<file path="config.mk">
export PLATFORM = sky130hd
export DESIGN_NAME = ternary_word_seq
export DESIGN_NICKNAME = d
export VERILOG_FILES = /design/src/rtl/ternary_word_seq.sv
export SDC_FILE = /design/constraint.sdc
export NUM_CORES = 1
export LEC_CHECK = 0
export CORE_MARGIN = 8
export CORE_UTILIZATION = 48
export DETAILED_ROUTE_END_ITERATION = 12
export PLACE_DENSITY = 0.89
export SYNTH_ARGS = -nofsm -noshare
export SYNTH_HDL_FRONTEND = slang
export SYNTH_SLANG_ARGS = --single-unit
</file>
<file path="constraint.sdc">
create_clock -name clk -period 3.8 [get_ports clk]
set_clock_uncertainty 0.15 [all_clocks]
set_input_delay 0.76 -clock clk [delete_from_list [all_inputs] [get_ports clk]]
set_output_delay 0.76 -clock clk [all_outputs]
set_load 0.02 [all_outputs]
</file>
<file path="src/rtl/ternary_word_seq.sv">
// Serial balanced-ternary ALU: add/mul/min/max over TRITS-trit words, one trit per cycle LSB first.
// Result valid TRITS cycles after acceptance; held in HOLD until res_ready, no request queuing.
module ternary_word_seq #(
  parameter int TRITS = 9
) (
  input  logic               clk,
  input  logic               rst_n,
  input  logic               in_valid,
  output logic               in_ready,
  input  logic [1:0]         op,
  input  logic [2*TRITS-1:0] a,
  input  logic [2*TRITS-1:0] b,
  output logic               res_valid,
  input  logic               res_ready,
  output logic [2*TRITS-1:0] result,
  output logic [1:0]         carry_out,
  output logic               err
);

  localparam int IW = (TRITS > 1) ? $clog2(TRITS) : 1;

  localparam logic [1:0] OP_ADD = 2'b00;
  localparam logic [1:0] OP_MUL = 2'b01;
  localparam logic [1:0] OP_MIN = 2'b10;

  typedef enum logic [1:0] {IDLE, RUN, HOLD} state_t;

  state_t             state, state_nxt;
  logic [2*TRITS-1:0] a_q, b_q;
  logic [1:0]         op_q;
  logic [IW-1:0]      idx;
  logic [1:0]         carry;

  logic               accept, last;
  logic [1:0]         ta, tb;
  logic signed [2:0]  va, vb, vc, sum, dv;
  logic [1:0]         digit, carry_nxt;
  logic               bad;

  function automatic logic signed [2:0] t2v(input logic [1:0] t);
    case (t)
      2'b01:   t2v = 3'sd1;
      2'b10:   t2v = -3'sd1;
      default: t2v = 3'sd0;  // Z and the invalid code both count as zero
    endcase
  endfunction

  function automatic logic [1:0] v2t(input logic signed [2:0] v);
    if (v > 3'sd0)      v2t = 2'b01;
    else if (v < 3'sd0) v2t = 2'b10;
    else                v2t = 2'b00;
  endfunction

  assign accept = in_valid && (state == IDLE);
  assign last   = (idx == IW'(TRITS - 1));

  // Current trit datapath
  always_comb begin
    ta        = a_q[2*idx +: 2];
    tb        = b_q[2*idx +: 2];
    bad       = (ta == 2'b11) || (tb == 2'b11);
    va        = t2v(ta);
    vb        = t2v(tb);
    vc        = t2v(carry);
    sum       = va + vb + vc;
    dv        = 3'sd0;
    carry_nxt = 2'b00;
    case (op_q)
      OP_ADD: begin
        if (sum > 3'sd1) begin
          dv        = sum - 3'sd3;
          carry_nxt = 2'b01;
        end else if (sum < -3'sd1) begin
          dv        = sum + 3'sd3;
          carry_nxt = 2'b10;
        end else begin
          dv        = sum;
        end
      end
      OP_MUL:  dv = va * vb;
      OP_MIN:  dv = (va < vb) ? va : vb;
      default: dv = (va > vb) ? va : vb;
    endcase
    digit = v2t(dv);
  end

  always_comb begin
    state_nxt = state;
    in_ready  = 1'b0;
    res_valid = 1'b0;
    case (state)
      IDLE: begin
        in_ready = 1'b1;
        if (in_valid) state_nxt = RUN;
      end
      RUN: begin
        if (last) state_nxt = HOLD;
      end
      HOLD: begin
        res_valid = 1'b1;
        if (res_ready) state_nxt = IDLE;
      end
      default: state_nxt = IDLE;
    endcase
  end

  always_ff @(posedge clk or negedge rst_n) begin
    if (!rst_n) begin
      state <= IDLE;
    end else begin
      state <= state_nxt;
    end
  end

  always_ff @(posedge clk or negedge rst_n) begin
    if (!rst_n) begin
      a_q    <= '0;
      b_q    <= '0;
      op_q   <= OP_ADD;
      idx    <= '0;
      carry  <= 2'b00;
      result <= '0;
      err    <= 1'b0;
    end else if (accept) begin
      a_q    <= a;
      b_q    <= b;
      op_q   <= op;
      idx    <= '0;
      carry  <= 2'b00;
      result <= '0;
      err    <= 1'b0;
    end else if (state == RUN) begin
      result[2*idx +: 2] <= digit;
      carry              <= carry_nxt;
      err                <= err | bad;
      idx                <= last ? '0 : idx + IW'(1);
    end
  end

  // Carry is only meaningful once the add has consumed its last trit
  assign carry_out = (state == HOLD && op_q == OP_ADD) ? carry : 2'b00;

endmodule

</file>
# After elaboration in Yosys (flattened, before gate mapping)
# Index checks and enable logic that the tools add are counted.
# word_totals
elab_cells	79
reg_bits	65
output_inout_bits	23
inputBits	42
# op_classes
n_addsub	6
multipliers	1
magnitude_cmp	6
bitwise_logic	1
mux	30
shift	4
eq_ne	16
reduce_logical	7
# op_table
op	count
$mux W18	2
$shiftx A18 B6 Y2	2
$neg A5 Y34	1
$shift A2 B34 Y18 const A	1
$shiftx A2 B34 Y18	1
$mux W2	11
$bwmux W18	1
$pmux W3 S2	3
$eq A2 B2 Y1 const B	7
$mux W3	4
$mux W4	3
$eq A2 B1 Y1 const B	5
$pmux W3 S3	1
$add A3 B3 Y3	2
$lt A3 B1 Y1 const B	2
$ne A2 B2 Y1 const B	3
$pmux W2 S3	1
$add A4 B1 Y4 const B	1
$eq A4 B4 Y1 const B	1
$logic_not A2 Y1	2
$mux W1	4
$add A3 B3 Y3 const B	1
$gt A3 B1 Y1 const B	1
$gt A3 B2 Y1 const B	1
9 further kinds	10

# Depth between registers and ports, before layout
# Gate-level depths: netlist of run 1.
# logic_depth
depth_word	16
ltp_mapped	17

# Least setup slack after synthesis of run 1
# Ideal clock, no wire load.
# synth_path
kind	reg-to-reg
startpoint	register idx[0]
endpoint	register result[0]
path_stages_with_launch	16
path_slack_ns	-0.350
t_arrival_ns	3.867
t_required_ns	3.517
cell_sequence	dfrtp_1 > buf_2 > buf_4 > mux4_2 > mux2i_1 > o21ai_1 > ha_1 > inv_1 > fa_1 > ha_1 > ha_1 > nor4bb_1 > mux2i_1 > and4b_1 > o22ai_2 > o21ai_1
# synth_via
elab_chain_len	16
elab_cells_between_ends	32
cone_classes	add/sub: 5; mul: 1; order compare: 6; eq/ne: 4; shift: 4; mux: 12
# synth_rtl
element	line	text
start: declaration	31	logic [IW-1:0] idx;
start signal: assignment	136	idx <= last ? '0 : idx + IW'(1);
$shiftx A18 B6 Y2, on equally long branches	59, 60	
$eq A2 B2 Y1 or $eq A2 B1 Y1 (tied branches)	41	case (t)
$pmux W3 S2	41	
$add A3 B3 Y3 (2 in a row)	65	sum = va + vb + vc;
$add A3 B3 Y3 or $lt A3 B1 Y1 (tied branches)	74, 73	
$mux W3	73	end else if (sum < -3'sd1) begin
$mux W3	70	if (sum > 3'sd1) begin
$pmux W3 S3	68	case (op_q)
$lt A3 B1 Y1	50	else if (v < 3'sd0) v2t = 2'b10;
$mux W2	50	
$mux W2	49	if (v > 3'sd0) v2t = 2'b01;
$shiftx A2 B34 Y18	133	result[2*idx +: 2] <= digit;
$bwmux W18 (*)	133	
$mux W18 (*)	132	end else if (state == RUN) begin
$mux W18 (*)	124	end else if (accept) begin
end signal: indexed assignment	133	
end: declaration	15	output logic [2*TRITS-1:0] result,
# Mark *: on every way between the ends. The rest lies on a longest branch, timed or not. The select of a mux whose other input is x is not followed.
# A chain may end at the register's enable or synchronous reset.

# Final worst setup path of run 1
# layout_path
startpoint	register idx[0]
endpoint	register result[14]
# Same word-level chain as after synthesis.

==> results.tsv, run 1 <==
metric	value	unit
gp_congestion	0.848	
grt_usage	18.4	%
htreeDepth	3	
path_clk_slew	70	ps
drv_cap	0	
grt_pass1_wl	16.3	mm
status	finished with violations	
hold_end	a_q[5]	
required	3880	ps
synth_top_cells_by_area	dfrtp_1, nand2_1, ha_1	
final_max_slew_viol_count	0	
clk_latency	360	ps
cts_buffer_depth	2	
floorplan.rows	32	
setup_viol	18	
period_minus_slack	3940	ps
setup_ws	-143	ps
hold_path_class	register to register	
port_buffers	64	
dp_hpwl	6.89	mm
synth_seq_area_share	44.1	%
hold_depth	2	
fmax	254	MHz
yosysTopAreaCellShare	44.1	%
synth_area_leader_cell	dfrtp_1	
ant_nets	0	
ys_warn_count	0	
antenna_found_initial	0	
hold_buffers	0	
fillers	562	
core_area	7570	µm²
drtPass1Iterations	4	
dieArea	10700	µm²
syn-cell-area	3690	µm²
end_kind	register	
rsz0062_at_grt	true	
final_util	65.6	%
synth_area_per_cell	9.28	µm²
worstSetupPathType	register to register	
die_w	104	µm
tritoncts	yes	
ys.flop_type	dfrtp_1	
vias	3162	
ff_latch_area	1630	µm²
r2r-start	idx[0]	
die_h	104	µm
hold_path.startpoint	a_q[5]	
drc	0	
r2r_end	result[14]	
grt_overflow	0	
tightest_slew	1070	ps
area_growth	34.7	%
synth_cells	397	
grt_max_degree	58	
multi_input_area	2010	µm²
synth_seq_cells	65	
pre_cts_slack	-337	ps
synth_nets	459	
crit_fanout	6	
pin_count	65	
synth_edf_count	0	
vias_per_cell	5.30	
drt_iter0_markers	125	
numCtsBuffers	9	
regToRegSetupSlack	-140	ps
violations	negative setup slack	
ys_async_sr_fraction	100	%
grt_pass1_vias	3467	
hold_violations	0	
wl_per_cell	15.9	µm
final_layout_size_suffix_gt1_share	19.4	%
min_period_over_period	104	%
dpl.cell_count	569	
finalWirelength	9.49	mm
yosysUniqueCellTypes	50	
start_kind	register	
instances_no_fill	597	
insertedDiodeCount	0	
worst-endpoint-arrival	4020	ps
fin_nets	552	
relSlewSlack	28.5	%
cts_root_buf	clkbuf_8	
start_util	48.7	%
rr_worst_depth	15	
cts.sinks	65	
whs	335	ps
==> registers in the layout (all words and copies together) (netlist names) <==
signal,flops
a_q,18
b_q,18
carry,2
err,1
idx,4
op_q,2
result,18
state,2
==> critical path, stage by stage, from the launching register on <==
cell	delay, ps
dfrtp_2	480
buf_12	130
mux4_2	470
mux2i_1	150
o21a_1	160
ha_2	200
inv_2	50
fa_2	550
inv_2	50
ha_4	290
ha_4	210
nor4bb_4	270
mux2i_1	100
and4b_2	270
o22ai_4	200
o21ai_1	100
==> how the worst max path moves through the flow <==
stage	startpoint	end	slack [ps]	cells past startpoint
2_1_floorplan	idx[0]	result[0]	30	15
3_3_place_gp	idx[0]	result[2]	-90	15
3_5_place_dp	idx[0]	result[14]	-340	15
4_1_cts	idx[0]	result[14]	-130	15
5_1_grt	idx[0]	result[10]	-320	14
6_report	idx[0]	result[14]	-140	15
==> cell usage after synthesis (4+ instances only) <==
master and number:
mux2i_1 7, nand3_1 31, o21ai_0 4, o21ai_1 16, inv_1 18, nand2_1 120
nor2_1 9, nand3b_1 7, clkbuf_1 14, ha_1 18, nor2b_1 5, o21ai_2 8
dfrtp_1 65, nand2b_1 14, mux4_2 8
==> logic make-up (layout without fill, tap and decap cells) <==
group	count (synthesis)	after routing	synth area share, %
and+or+nand+nor	206	206	26.3
DFF	65	65	44.1
AOI/OAI and AO/OA	48	49	9.00
buffers and inverters	38	135	4.24
adders and majority gates	20	20	7.20
muxes	16	16	7.40
xor gates and xnor gates	4	4	1.77
==> cells in the final DEF (no fill, tap or decap), types with 3 or more instances in the layout <==
master	count
ha_1	14
nand4_1	3
nand2b_1	14
and3b_1	3
nand3_1	31
o21ai_2	11
o21ai_1	13
inv_2	5
clkbuf_8	9
buf_4	33
nor2b_1	5
nand3b_1	7
mux4_2	8
clkdlybuf4s50_1	63
nor2_1	9
dfrtp_1	63
inv_1	14
o21ai_0	4
nand2_1	119
mux2i_1	6
o211ai_1	3
==> area by class of cell <==
class                      instances  share of cell area (%)
timing repair buffer             100                    18.8
clock buffer                      11                    2.65
multi-input combinational        295                    40.6
inverter                          19                    1.44
sequential                        65                    32.8
clock inverter                     5                    1.13
tap                              102                    2.57
==> metal layers <==
layer  up-vias  track usage [%]  wire length, µm
li1       1528                -                -
met1      1498             20.4             3840
met2       103             31.2             4800
met3        33             5.27              563
met4         0             9.86              283
met5         -                0                0
==> through the flow <==
| stage | area (µm²) | setup TNS, ps |
|---|---|---|
| after floorplan | 3740 | 0 |
| after detailed placement | 4610 | -4090 |
| after global placement | 4610 | -837 |
| final | 4960 | -1430 |
| after CTS | 4900 | -1160 |
| after global routing | 4960 | -4320 |
==> repair_timing <==
item,4_1_cts,5_1_grt
resized for setup,8,7
pin swaps,7,14
setup endpoints to repair,18,18
cloned,1,0
setup buffers,7,4
Power of run 1 is left out: the tool's default activity adds up to more than one toggle a clock period on the data nets, which glitch-free logic cannot reach.
==> run 2: changes to the inputs <==
--- a/config.mk
+++ b/config.mk
@@ -5,10 +5,11 @@
 export SDC_FILE = /design/constraint.sdc
 export NUM_CORES = 1
 export LEC_CHECK = 0
+export ABC_AREA = 1
 export CORE_MARGIN = 8
 export CORE_UTILIZATION = 48
 export DETAILED_ROUTE_END_ITERATION = 12
-export PLACE_DENSITY = 0.89
+export PLACE_DENSITY = 0.88
 export SYNTH_ARGS = -nofsm -noshare
 export SYNTH_HDL_FRONTEND = slang
 export SYNTH_SLANG_ARGS = --single-unit
==> run 2 against run 1 <==
Area after synthesis up 1.2%. The run now ends clean. Clock-buffer cell count down 1. Sequential cell count unchanged. Maximum frequency up 6.1%.
==> results.tsv, run 2 <==
metric	value	unit	change
drtPass1Iterations	5		was 4
min_period_over_period	97.8	%	was 104%
die_h	104	µm	about the same
final_max_slew_viol_count	0		unchanged
hold_violations	0		unchanged
synth_area_leader_cell	dfrtp_1		unchanged
ys_warn_count	0		unchanged
worstSetupPathType	register to register		unchanged
period_minus_slack	3710	ps	was 3940 ps
vias	3437		was 3162
regToRegSetupSlack	90	ps	was -140 ps
final_layout_size_suffix_gt1_share	17.7	%	was 19.4%
floorplan.rows	32		unchanged
rsz0062_at_grt	true		unchanged
synth_nets	547		was 459
drv_cap	0		unchanged
htreeDepth	3		unchanged
cts_buffer_depth	2		unchanged
insertedDiodeCount	0		unchanged
fmax	269	MHz	was 254 MHz
tightest_slew	580	ps	was 1070 ps
setup_ws	85.1	ps	was -143 ps
die_w	104	µm	about the same
pre_cts_slack	-28.7	ps	was -337 ps
r2r_end	result[4]		was result[14]
dp_hpwl	7.01	mm	was 6.89 mm
cts_root_buf	clkbuf_8		unchanged
synth_seq_area_share	43.6	%	was 44.1%
vias_per_cell	5.11		was 5.30
pin_count	65		unchanged
grt_usage	17.2	%	was 18.4%
crit_fanout	8		was 6
yosysMostFrequentCell	nand2_1		unchanged
most-common-layout-cells	nand2_1, dfrtp_1, clkdlybuf4s50_1, nor2_1, inv_1		was nand2_1, dfrtp_1, clkdlybuf4s50_1, buf_4, nand3_1
numCtsBuffers	9		unchanged
drc	0		unchanged
start_kind	register		unchanged
yosysTopAreaCellShare	43.6	%	was 44.1%
worst-endpoint-arrival	3870	ps	was 4020 ps
area_growth	32.6	%	was 34.7%
ys.flop_type	dfrtp_1		unchanged
cts.sinks	65		unchanged
end_kind	register		unchanged
grt_overflow	0		unchanged
relSlewSlack	61.1	%	was 28.5%
layout_commonest_cell	nand2_1		unchanged
clk_latency	360	ps	about the same
syn-cell-area	3730	µm²	was 3690 µm²
grt_pass1_vias	3362		was 3467
rr_worst_depth	25		was 15
fin_nets	627		was 552
gp_congestion	0.906		was 0.848
setup_viol	0		was 18
status	completed		was finished with violations
tritoncts	yes		unchanged
port_buffers	64		unchanged
antenna_found_initial	0		unchanged
synth_cells	485		was 397
core_area	7650	µm²	was 7570 µm²
hold_path_class	input port to asynchronous set/reset pin		was register to register
synth_edf_count	0		unchanged
yosysUniqueCellTypes	32		was 50
finalWirelength	9.68	mm	was 9.49 mm
ant_nets	0		unchanged
wl_per_cell	14.4	µm	was 15.9 µm
path_clk_slew	80	ps	was 70 ps
synth_area_per_cell	7.69	µm²	was 9.28 µm²
largestRegisters	a_q (18), b_q (18), result (18)		unchanged
synth_seq_cells	65		unchanged
start_util	48.8	%	was 48.7%
r2r-start	idx[0]		unchanged
grt_max_degree	44		was 58
synth_commonest_cells	nand2_1, dfrtp_1, nor2_1		was nand2_1, dfrtp_1, nand3_1
required	3950	ps	was 3880 ps
dieArea	10900	µm²	was 10700 µm²
synth_top_cells_by_area	dfrtp_1, nand2_1, ha_1		unchanged
drt_iter0_markers	171		was 125
ys_async_sr_fraction	100	%	unchanged
grt_pass1_wl	15.7	mm	was 16.3 mm
## run 2: cell families (layout without fill, tap and decap cells)
family | after synthesis | in the layout | synth area share, %
flops | 65 | 65 | 43.6
buf+inv | 60 | 145 | 6.87
simple gates | 289 | 289 | 34.2
xor+xnor | 2 | 2 | 0.470
fa+ha+maj | 20 | 20 | 7.11
compound gates | 49 | 49 | 7.75
## run 2: area by class of cell
type,instances,area (µm²)
inverters,43,176
clock inverters,6,90.1
flip-flops and latches,65,1630
well taps,102,128
repair buffers,85,821
multi-input cells,360,1960
clock buffers,10,138
fillers,608,2700
repair inverters,1,5.00
## run 2: timing repair
item,CTS,global route
pin swaps,1,14
hold buffers,0,0
gates cloned,0,2
endpoints found under the setup margin,10,17
setup buffers,0,5
resized for setup,1,43
## run 2: worst max-delay path by stage
stage,from,end
final,idx[0],result[4]
after global routing,idx[0],result[17]
after CTS,idx[0],result[10]
after detailed placement,idx[0],result[16]
after global placement,idx[0],result[8]
after floorplan,idx[0],result[10]
## run 2: metal layers
metal	track usage [%]	share of wire, %
met1	20.5	42
met2	28.0	48
met3	5.02	6.9
met4	7.76	2.6
met5	0	0
## run 2: worst max-delay path: stages, from the launching register on
cell,delay [ps]
dfrtp_2,480
buf_6,160
o21ai_1,130
o22ai_1,90
o211ai_1,210
o21ai_1,120
inv_1,80
ha_2,180
inv_2,60
fa_1,510
inv_2,60
ha_4,320
inv_4,60
ha_4,150
inv_2,40
nand2_1,40
nand3_1,80
nand2_1,70
nand3_2,70
nand2_2,70
nand2_4,100
nand2_4,60
nor2_4,100
buf_12,140
nand3_2,70
nand2_1,70
## run 2: per-stage QoR
stage	area [µm²]	hold WS (ps)	utilization, %	std cells	setup TNS, ps
after global routing	4950	265	64.7	672	-935
after CTS	4760	234	62.2	665	0
final	4950	227	64.7	672	0
after detailed placement	4520	309	59.1	649	-117
after global placement	4520	308	59.1	649	0
after floorplan	3730	294	-	485	0
Power of run 2 is left out for the same reason.
==> run 3: changes to the inputs <==
--- a/config.mk
+++ b/config.mk
@@ -7,9 +7,10 @@
 export LEC_CHECK = 0
 export ABC_AREA = 1
 export CORE_MARGIN = 8
-export CORE_UTILIZATION = 48
+export CORE_UTILIZATION = 53
 export DETAILED_ROUTE_END_ITERATION = 12
-export PLACE_DENSITY = 0.88
+export PLACE_DENSITY_LB_ADDON = 0.12
+export SKIP_LAST_GASP = 1
 export SYNTH_ARGS = -nofsm -noshare
 export SYNTH_HDL_FRONTEND = slang
 export SYNTH_SLANG_ARGS = --single-unit
==> constraint.sdc (replaced) <==
create_clock -name clk -period 3.6 [get_ports clk]
set_clock_uncertainty 0.15 [all_clocks]
set_input_delay 0.72 -clock clk [delete_from_list [all_inputs] [get_ports clk]]
set_output_delay 0.72 -clock clk [all_outputs]
set_load 0.02 [all_outputs]
==> run 3 against run 2 <==
The run now ends with negative setup slack left. Worst hold slack improved by 5.5 ps. Largest cell class unchanged. Critical endpoint is now result[8]. Sequential cell count unchanged. Global-route usage grew 3.6 points.
==> results.tsv, run 3 (synthesis gave the netlist of run 2 again) <==
metric	value	unit	change
fmax	264	MHz	was 269 MHz
r2r-start	idx[0]		unchanged
cts.sinks	65		unchanged
rsz0062_at_grt	true		unchanged
hold_path_class	input port to asynchronous set/reset pin		unchanged
htreeDepth	3		unchanged
start_util	54.9	%	was 48.8%
cp_top_family	adder cells		unchanged
max_stage_delay	490	ps	was 510 ps
finalWirelength	10.2	mm	was 9.68 mm
grt_max_degree	43		was 44
worstSetupPathType	register to register		unchanged
period_minus_slack	3790	ps	was 3710 ps
grt_pass1_wl	16.8	mm	was 15.7 mm
min_period_over_period	105	%	was 97.8%
drt_iter0_markers	178		was 171
area_growth	40.9	%	was 32.6%
end_kind	register		unchanged
crit_fanout	8		unchanged
dp_hpwl	6.58	mm	was 7.01 mm
hold_violations	0		unchanged
cts_buffer_depth	2		unchanged
tritoncts	yes		unchanged
regToRegSetupSlack	-190	ps	was 90 ps
fin_nets	650		was 627
start_kind	register		unchanged
final_max_slew_viol_count	0		unchanged
port_buffers	64		unchanged
fillers	466		was 608
final_layout_size_suffix_gt1_share	24.6	%	was 17.7%
wl_per_cell	14.8	µm	was 14.4 µm
pre_cts_slack	-103	ps	was -28.7 ps
vias_per_cell	5.17		was 5.11
worstSetupStartpoint	idx[0]		unchanged
slowest_stage	dfrtp_2		was fa_1
violations	negative setup slack		
rr_worst_depth	20		was 25
relSlewSlack	61.2	%	was 61.1%
pin_count	65		unchanged
layout_commonest_cell	nand2_1		unchanged
numCtsBuffers	9		unchanged
grt_overflow	0		unchanged
fin_setup_tns	-1700	ps	was 0 ps
insertedDiodeCount	0		unchanged
critPathBufInv	3		was 7
largestRegisters	a_q (18), b_q (18), result (18)		unchanged
hold_buffers	0		unchanged
most-common-layout-cells	nand2_1, dfrtp_1, clkdlybuf4s50_1, buf_4, nor2_1		was nand2_1, dfrtp_1, clkdlybuf4s50_1, nor2_1, inv_1
timing.critical_path.mode_cell	nand2_1		
gp_congestion	0.870		was 0.906
die_w	99.9	µm	was 104 µm
grt_pass1_vias	3601		was 3362
grt_usage	20.8	%	was 17.2%
floorplan.rows	30		was 32
die_h	99.9	µm	was 104 µm
whs	232	ps	was 227 ps
vias	3562		was 3437
tightest_slew	576	ps	was 580 ps
drv_cap	0		unchanged
required	3740	ps	was 3950 ps
path_clk_slew	80	ps	about the same
setup_viol	17		was 0
worst-endpoint-arrival	3930	ps	was 3870 ps
status	finished with violations		was completed
ant_nets	0		unchanged
dieArea	9980	µm²	was 10900 µm²
drc	0		unchanged
clk_latency	350	ps	was 360 ps
drtPass1Iterations	4		was 5
r2r_end	result[8]		was result[4]
cts_root_buf	clkbuf_8		unchanged
setup_ws	-187	ps	was 85.1 ps
antenna_found_initial	0		unchanged
path_cells	buf_8 > o21ai_4 > o22ai_2 > o211ai_1 > nand2_1 > ha_4 > inv_1 > fa_1 > inv_2 > ha_4 > ha_1 > nand3_2 > nand2_1 > nand2_1 > nand2_1 > nand3_2 > nand2_4 > nor2_4 > nand3_2 > nand2_2		
core_area	6790	µm²	was 7650 µm²
-- run 3: cell types whose count changed in the layout (fill, tap and decap cells not counted), sizes merged --
cell / delta
inv: +2
clkinv: -4
clkbuf: +1
buf: +24
-- run 3: metal layers --
layer / track usage (%) / vias up / routed length (µm)
met2: 33.7 / 126 / 4910
met1: 25.4 / 1664 / 4370
li1: - / 1748 / -
met4: 8.73 / 0 / 256
met5: 0 / - / 0
met3: 5.54 / 24 / 645
-- run 3: timing repair --
action                                  in CTS  in global routing
endpoints found under the hold margin        0                  0
endpoints found under the setup margin      17                 19
setup buffers                               20                  8
gates resized for setup                     27                 47
gates cloned                                 1                  0
pin swaps                                   18                 29
-- run 3: stage by stage --
step | cells | area (µm²) | util [%]
floorplan | 485 | 3750 | -
global placement | 648 | 4560 | 67.1
detailed placement | 648 | 4560 | 67.1
CTS | 685 | 5000 | 73.6
global route | 689 | 5260 | 77.4
finish | 689 | 5260 | 77.4
-- run 3: worst max path at each step --
| stage | endpoint | depth (start not counted) | slack (ps) |
|---|---|---|---|
| 2_1_floorplan | result[10] | 23 | 6 |
| 3_3_place_gp | result[2] | 22 | -20 |
| 3_5_place_dp | result[6] | 23 | -100 |
| 4_1_cts | result[8] | 24 | -30 |
| 5_1_grt | result[8] | 24 | -350 |
| 6_report | result[8] | 20 | -190 |
-- run 3: final cells by class --
cell class	instances	area [µm²]	share of cell area (%)
clock inverters	5	85.1	1.62
repair buffers	109	1010	19.2
well taps	96	120	2.28
multi-input cells	360	2100	39.9
clock buffers	11	141	2.69
flip-flops and latches	65	1630	31.0
inverters	43	176	3.35
-- run 3: worst reg2reg max path: stages (launching register included) --
cell      delay [ps]
dfrtp_2          490
buf_8            180
o21ai_4          140
o22ai_2          110
o211ai_1         240
nand2_1          160
ha_4             190
inv_1            100
fa_1             450
inv_2            100
ha_4             240
ha_1             320
nand3_2           80
nand2_1           50
nand2_1           70
nand2_1           70
nand3_2          110
nand2_4           70
nor2_4           240
nand3_2          130
nand2_2           70
Power of run 3 is left out for the same reason.
